### src/rtl/instruction_fetch_sequencer_if.sv
// rtl/instruction_fetch_sequencer_if.sv - fetch sequencer ROM/decode/execute bundle
// Groups every non-clock signal of the fetch sequencer.
//   oRomAddress     : ROM address (PC register)
//   iRomInstruction : combinational ROM data for oRomAddress
//   oInstruction    : registered instruction to decode
//   oPC             : address oInstruction was fetched from
//   oValid          : oInstruction is live and on the correct path
//   iStall          : decode cannot accept, hold the current output
//   iRedirect       : taken branch/jump pulse
//   iRedirectAddr   : redirect target
//   oBusy           : timed-NOP delay in progress
// master = sequencer side, slave = ROM/decode/execute side.
interface instruction_fetch_sequencer_if #(
    parameter int ADDR_W = 16,
    parameter int INSN_W = 28
);
    logic [ADDR_W-1:0] oRomAddress;
    logic [INSN_W-1:0] iRomInstruction;
    logic [INSN_W-1:0] oInstruction;
    logic [ADDR_W-1:0] oPC;
    logic              oValid;
    logic              iStall;
    logic              iRedirect;
    logic [ADDR_W-1:0] iRedirectAddr;
    logic              oBusy;

    modport master (
        output oRomAddress,
        input  iRomInstruction,
        output oInstruction,
        output oPC,
        output oValid,
        input  iStall,
        input  iRedirect,
        input  iRedirectAddr,
        output oBusy
    );

    modport slave (
        input  oRomAddress,
        output iRomInstruction,
        input  oInstruction,
        input  oPC,
        input  oValid,
        output iStall,
        output iRedirect,
        output iRedirectAddr,
        input  oBusy
    );
endinterface

### src/rtl/instruction_fetch_sequencer.sv
// rtl/instruction_fetch_sequencer.sv - program counter, ROM fetch and timed-NOP sequencer
// Owns the PC, presents it to a combinational ROM and registers each fetched
// word for decode. Honours decode stall, execute redirects, and suspends
// fetch for N cycles after a NOP whose operand N is nonzero.
// Ports:
//   Clock : rising-edge clock
//   Reset : synchronous, active-high
//   bus   : instruction_fetch_sequencer_if.master (ROM, decode and redirect signals)
module instruction_fetch_sequencer #(
    parameter int       ADDR_W   = 16,
    parameter int       INSN_W   = 28,
    parameter logic [3:0] OP_NOP = 4'd0,
    parameter bit       DELAY_EN = 1'b1
) (
    input  logic Clock,
    input  logic Reset,
    instruction_fetch_sequencer_if.master bus
);

    localparam int OPND_W = INSN_W - 4;

    typedef enum logic [0:0] {
        ST_FETCH = 1'b0,
        ST_DELAY = 1'b1
    } state_t;

    state_t              state;
    logic [ADDR_W-1:0]   pc_q;
    logic [INSN_W-1:0]   insn_q;
    logic [ADDR_W-1:0]   opc_q;
    logic                valid_q;
    logic                busy_q;
    logic [OPND_W-1:0]   cnt_q;

    logic [3:0]          rom_opcode;
    logic [OPND_W-1:0]   rom_operand;
    logic                nop_delay;

    assign rom_opcode  = bus.iRomInstruction[INSN_W-1 -: 4];
    assign rom_operand = bus.iRomInstruction[OPND_W-1:0];

    // A NOP with a zero operand is an ordinary single instruction.
    assign nop_delay = DELAY_EN && (rom_opcode == OP_NOP) && (rom_operand != '0);

    always_ff @(posedge Clock) begin
        if (Reset) begin
            state   <= ST_FETCH;
            pc_q    <= '0;
            insn_q  <= '0;
            opc_q   <= '0;
            valid_q <= 1'b0;
            busy_q  <= 1'b0;
            cnt_q   <= '0;
        end else begin
            case (state)
                ST_FETCH: begin
                    if (bus.iRedirect) begin
                        // Redirect beats both stall and NOP capture.
                        pc_q    <= bus.iRedirectAddr;
                        valid_q <= 1'b0;
                        cnt_q   <= '0;
                    end else if (bus.iStall && valid_q) begin
                        // Hold the presented instruction; a bubble is never held.
                        pc_q    <= pc_q;
                    end else begin
                        insn_q  <= bus.iRomInstruction;
                        opc_q   <= pc_q;
                        valid_q <= 1'b1;
                        pc_q    <= pc_q + ADDR_W'(1);
                        if (nop_delay) begin
                            cnt_q  <= rom_operand;
                            busy_q <= 1'b1;
                            state  <= ST_DELAY;
                        end
                    end
                end

                ST_DELAY: begin
                    if (bus.iRedirect) begin
                        state   <= ST_FETCH;
                        pc_q    <= bus.iRedirectAddr;
                        valid_q <= 1'b0;
                        busy_q  <= 1'b0;
                        cnt_q   <= '0;
                    end else begin
                        // The counter runs even while decode stalls the NOP.
                        cnt_q <= cnt_q - OPND_W'(1);
                        if (!(bus.iStall && valid_q)) begin
                            valid_q <= 1'b0;
                        end
                        // The leaving edge itself does not fetch.
                        if (cnt_q == OPND_W'(1)) begin
                            state  <= ST_FETCH;
                            busy_q <= 1'b0;
                        end
                    end
                end

                default: begin
                    state <= ST_FETCH;
                end
            endcase
        end
    end

    assign bus.oRomAddress  = pc_q;
    assign bus.oInstruction = insn_q;
    assign bus.oPC          = opc_q;
    assign bus.oValid       = valid_q;
    assign bus.oBusy        = busy_q;

endmodule

### src/flat_wrapper.sv
// flat-port wrapper written by rule: the top's interface ports become plain ports
module instruction_fetch_sequencer_flat 
#(
    parameter int       ADDR_W   = 16,
    parameter int       INSN_W   = 28,
    parameter logic [3:0] OP_NOP = 4'd0,
    parameter bit       DELAY_EN = 1'b1
)
  (Clock, Reset, bus_oRomAddress, bus_iRomInstruction, bus_oInstruction, bus_oPC, bus_oValid, bus_iStall, bus_iRedirect, bus_iRedirectAddr, bus_oBusy);
  instruction_fetch_sequencer_if #(.ADDR_W(ADDR_W), .INSN_W(INSN_W)) bus_i ();
  input  logic Clock;
  input  logic Reset;
  output wire logic [$bits(bus_i.oRomAddress)-1:0] bus_oRomAddress;
  input wire logic [$bits(bus_i.iRomInstruction)-1:0] bus_iRomInstruction;
  output wire logic [$bits(bus_i.oInstruction)-1:0] bus_oInstruction;
  output wire logic [$bits(bus_i.oPC)-1:0] bus_oPC;
  output wire logic [$bits(bus_i.oValid)-1:0] bus_oValid;
  input wire logic [$bits(bus_i.iStall)-1:0] bus_iStall;
  input wire logic [$bits(bus_i.iRedirect)-1:0] bus_iRedirect;
  input wire logic [$bits(bus_i.iRedirectAddr)-1:0] bus_iRedirectAddr;
  output wire logic [$bits(bus_i.oBusy)-1:0] bus_oBusy;
  assign bus_oRomAddress = bus_i.oRomAddress;
  assign bus_i.iRomInstruction = bus_iRomInstruction;
  assign bus_oInstruction = bus_i.oInstruction;
  assign bus_oPC = bus_i.oPC;
  assign bus_oValid = bus_i.oValid;
  assign bus_i.iStall = bus_iStall;
  assign bus_i.iRedirect = bus_iRedirect;
  assign bus_i.iRedirectAddr = bus_iRedirectAddr;
  assign bus_oBusy = bus_i.oBusy;
  instruction_fetch_sequencer #(.ADDR_W(ADDR_W), .INSN_W(INSN_W), .OP_NOP(OP_NOP), .DELAY_EN(DELAY_EN)) u_core (.Clock(Clock), .Reset(Reset), .bus(bus_i));
endmodule
### config.mk
export PLATFORM = sky130hd
export DESIGN_NAME = instruction_fetch_sequencer_flat
export DESIGN_NICKNAME = d
export VERILOG_FILES = /design/src/rtl/instruction_fetch_sequencer_if.sv /design/src/rtl/instruction_fetch_sequencer.sv /design/src/flat_wrapper.sv
export SDC_FILE = /design/constraint.sdc
export NUM_CORES = 1
export LEC_CHECK = 0
export CAP_MARGIN = 40
export CELL_PAD_IN_SITES_DETAIL_PLACEMENT = 2
export CELL_PAD_IN_SITES_GLOBAL_PLACEMENT = 2
export CORE_ASPECT_RATIO = 0.8
export CORE_MARGIN = 2
export CORE_UTILIZATION = 27
export DETAILED_ROUTE_END_ITERATION = 10
export PLACE_DENSITY = 0.89
export SLEW_MARGIN = 20
export SYNTH_ARGS = -nofsm -noshare
export SYNTH_HDL_FRONTEND = slang
export SYNTH_SLANG_ARGS = --single-unit
### constraint.sdc
create_clock -name Clock -period 2.45 [get_ports Clock]
set_input_delay 0.245 -clock Clock [delete_from_list [all_inputs] [get_ports Clock]]
set_output_delay 0.245 -clock Clock [all_outputs]
set_load 0.01 [all_outputs]
==> metrics.sh <==
SYNTH_AREA_LEADER_CELL='sky130_fd_sc_hd__dfxtp_1'
WORST_PATH_MOST_REPEATED_CELL='sky130_fd_sc_hd__or4_4'
FINAL_HOLD_VIOL_COUNT=0
RSZ0062_AT_GRT='false'
PLACEMENT_ROWS=40
CRITICAL_PATH.ENDPOINT_TYPE='register'
FINAL_LAYOUT_SIZE_SUFFIX_GT1_SHARE_PCT=11.4
CORE_SQ_MM=0.0152
SYNTHTOLAYOUTAREAGROWTH_PCT=42.3
POST-ROUTE-MIN-PERIOD_PS=2390
AVGSYNTHCELLAREA_SQ_UM=7.54
TOP_LEVEL_PORTS=110
CTS_INSERTED_BUFFERS=9
ROOT_BUFFER='sky130_fd_sc_hd__clkbuf_16'
CTS_SETUP_BUFFERS=0
IRDROPWORSTVDD_mV=0.336
GLOBAL_ROUTE_WIRE_LENGTH_BEFORE_REPAIR_MM=30.1
DPL.HPWL_MM=13.8
POST_CTS_HOLD_BUFFER_COUNT=0
POSTCTSRESIZEDCELLS=0
AREA_OF_THE_DIE_SQ_MM=0.0168
VIASPERCELL=5.45
CRITICAL_PATH.N_BUFFERS_INVERTERS=0
ANTENNA_VIOLATING_NETS_POST_ROUTE=0
TIMING.CRITICAL_PATH.CELLS='or4_4 -> or4_4 -> o31a_2 -> o21ai_0 -> a211oi_1'
CTS_TREE='built'
START_UTIL_PCT=27.9
YOSYS-TOP-CELLS-COUNT='sky130_fd_sc_hd__nand2_1 (133), sky130_fd_sc_hd__dfxtp_1 (87), sky130_fd_sc_hd__a21oi_1 (80)'
WORST_PATH_MAX_DELAY_CELL='sky130_fd_sc_hd__or4_4'
FIRST_PASS_ITERS=5
DRV_SLEW=0
SYNTHESIS.INSTANCES=564
OUTCOME='finished clean'
SYNTHFLOPTYPE='sky130_fd_sc_hd__dfxtp_1'
FINALHOLDWORSTSLACK_PS=166
FIN_CRIT_SH_PCT=97.7
YS_TYPES=57
SYN_NETS=615
DRT_ITER0_MARKERS=256
YOSYSTOPAREACELLSHARE_PCT=41.0
POST_DRT_WL_PER_CELL_MICRONS=21.5
CRITICALPATHCATEGORY='reg2reg'
SYNTH_MOST_COMMON_CELL='sky130_fd_sc_hd__nand2_1'
HTREEDEPTH=3
CP_DATA_REQUIRED_TIME_PS=2680
YS_FF_LATCH=87
POWER_DENSITY_mW_PER_MM2=631
GP_CONGESTION=0.923
N_ANTENNA_CELL=0
DIE_WIDTH_MICRONS=144
CRITPATHTOPFAMILY='simple AND/OR/NAND/NOR gates'
NUMBER_OF_ENABLE_FLIP_FLOP_CELLS_AFTER_SYNTHESIS=0
SYNTH.YOSYS.SEQ_AREA_SHARE_PCT=41.0
DIEHEIGHT_MICRONS=116
P_TOTAL_mW=3.82
CTS.PATH.MAX_BUFFERS=2
POST-ROUTE-DRC-COUNT=0
CTS_NUM_SINKS=87
WORST_SKEW_PAIR.LATE_LATENCY_PS=350
NETLIST_AREA_PRE_PLACE_SQ_MM=0.00425
FINAL.SETUP.TNS_PS=0
SYNTH_ASYNC_SR_FLOP_SHARE_PCT=0
ROUTED-VIA-COUNT=4907
WORST_PIN_SLEW_PS=708
CRITICAL_PATH_ARRIVAL_PS=2620
GRT_USE_TOTAL_PCT=23.3
DRV.MAX_CAP_VIOLATION_COUNT=0
POWER.STATIC_LEAKAGE_nW=2.14
WORST_PATH_LARGEST_CELL_DELAY_PS=590
ANTENNA_FOUND_INITIAL=0
YOSYS-TOP-CELLS-AREA='sky130_fd_sc_hd__dfxtp_1 (41%), sky130_fd_sc_hd__nand2_1 (12%), sky130_fd_sc_hd__a21oi_1 (9.4%), sky130_fd_sc_hd__nor2_1 (3.2%), sky130_fd_sc_hd__o21ai_0 (2.9%)'
YS.WARNINGS.COUNT=0
SETUP_VIOL=0
NUMBER_OF_GLOBAL_ROUTE_VIAS_BEFORE_REPAIR=5337
CLK_PIN_SLEW_PS=70
MAXIMUM_NUMBER_OF_PINS_ON_ONE_NET_BEFORE_GLOBAL_ROUTE_REPAIR=48
CLOCK_SKEW_PS=5.35
HP-CLASS='in2reg'
FMAXACHIEVABLE_MHz=418
NETS=736
PORT_BUFFERS=109
LARGEST_DRIVER_FANOUT_ON_THE_CRITICAL_PATH=7
GRT_OVERFLOW_TOTAL=0
WORST_SETUP_START_KIND='register'
MAX-SLEW-MARGIN-REL_PCT=52.3
POSTROUTEWIRELENGTH_MM=19.3
-- power by group --
part	total [mW]	switching, mW	leakage [nW]	internal [mW]
sequential	1.60	0.0983	0.713	1.50
combinational	0.862	0.478	1.29	0.384
clock	1.36	0.642	0.131	0.720
-- worst register-to-register path, cell delays in order (launching register included) --
cell and delay, ps:
sky130_fd_sc_hd__dfxtp_1 390, sky130_fd_sc_hd__or4_4 590, sky130_fd_sc_hd__or4_4 570, sky130_fd_sc_hd__o31a_2 370
sky130_fd_sc_hd__o21ai_0 230, sky130_fd_sc_hd__a211oi_1 120
-- cell type report --
cell class              instances  area [sq um]
flip-flops and latches         87          1740
inverters                      11          41.3
well taps                     210           263
multi-input cells             426          2330
repair buffers                150          1390
clock buffers                  10           239
clock inverters                 6          45.0
fillers                      1753          9160
-- per-layer routing --
| metal | GRT usage [%] | vias to the layer above | part of all wire [%] |
|---|---|---|---|
| met1 | 30.5 | 2441 | 46 |
| met3 | 4.59 | 41 | 5.7 |
| met4 | 8.41 | 0 | 2.4 |
| li1 | - | 2259 | - |
| met5 | 0 | - | 0 |
| met2 | 38.4 | 166 | 46 |
-- flip-flops by register name, indices dropped and copies added (netlist names) --
register                 cells
u_core.bus.oInstruction     28
u_core.bus.oValid            1
u_core.bus.oPC              16
u_core.cnt_q                24
u_core.state                 1
u_core.bus.oRomAddress      16
u_core.bus.oBusy             1
-- kinds of logic (layout without fill, tap and decap cells) --
group	Yosys count	count (layout)	synth area share (%)
buffers and inverters	51	177	4.91
xor gates and xnor gates	8	8	1.65
AOI/OAI and AO/OA	175	175	25.6
adders and majority gates	3	3	0.883
DFF	87	87	41.0
and+or+nand+nor	239	239	25.8
muxes	1	1	0.235
-- per-stage QoR --
step | utilization [%] | setup slack [ps] | std cells | area (sq um)
after floorplan | - | 278 | 564 | 4250
after global placement | 37.8 | 180 | 884 | 5760
after detailed placement | 37.8 | 16.4 | 884 | 5760
after CTS | 39.7 | 74.2 | 900 | 6040
after global routing | 39.8 | 9.82 | 900 | 6050
final | 39.8 | 56.3 | 900 | 6050
-- final timing paths --
path                               endpoint  slack [ps]                            from  cells past startpoint
min           u_core.cnt_q[22]$_SDFFE_PP0P_         170                           Reset                      2
max reg2reg   u_core.cnt_q[22]$_SDFFE_PP0P_          60   u_core.cnt_q[15]$_SDFFE_PP0P_                      5
max           u_core.cnt_q[22]$_SDFFE_PP0P_          60   u_core.cnt_q[15]$_SDFFE_PP0P_                      5
min reg2reg  u_core.bus.oPC[8]$_SDFFE_PP0P_         460  u_core.bus.oPC[8]$_SDFFE_PP0P_                      2
-- placed cells by master, fill, tap and decap left out, types with 4 or more instances in the layout --
cell type and n:
sky130_fd_sc_hd__a211oi_1 10, sky130_fd_sc_hd__a21oi_1 80, sky130_fd_sc_hd__a22oi_1 6, sky130_fd_sc_hd__a31oi_1 5, sky130_fd_sc_hd__buf_4 41, sky130_fd_sc_hd__clkbuf_16 9, sky130_fd_sc_hd__clkdlybuf4s50_1 108, sky130_fd_sc_hd__dfxtp_1 87
sky130_fd_sc_hd__inv_1 11, sky130_fd_sc_hd__nand2_1 132, sky130_fd_sc_hd__nand3_1 13, sky130_fd_sc_hd__nand4_1 5, sky130_fd_sc_hd__nor2_1 36, sky130_fd_sc_hd__nor3_1 11, sky130_fd_sc_hd__nor4_1 13, sky130_fd_sc_hd__o2111ai_1 4
sky130_fd_sc_hd__o211ai_1 5, sky130_fd_sc_hd__o21ai_0 25, sky130_fd_sc_hd__or3_1 4, sky130_fd_sc_hd__xnor2_1 5
(Power assumes the default switching activity.)
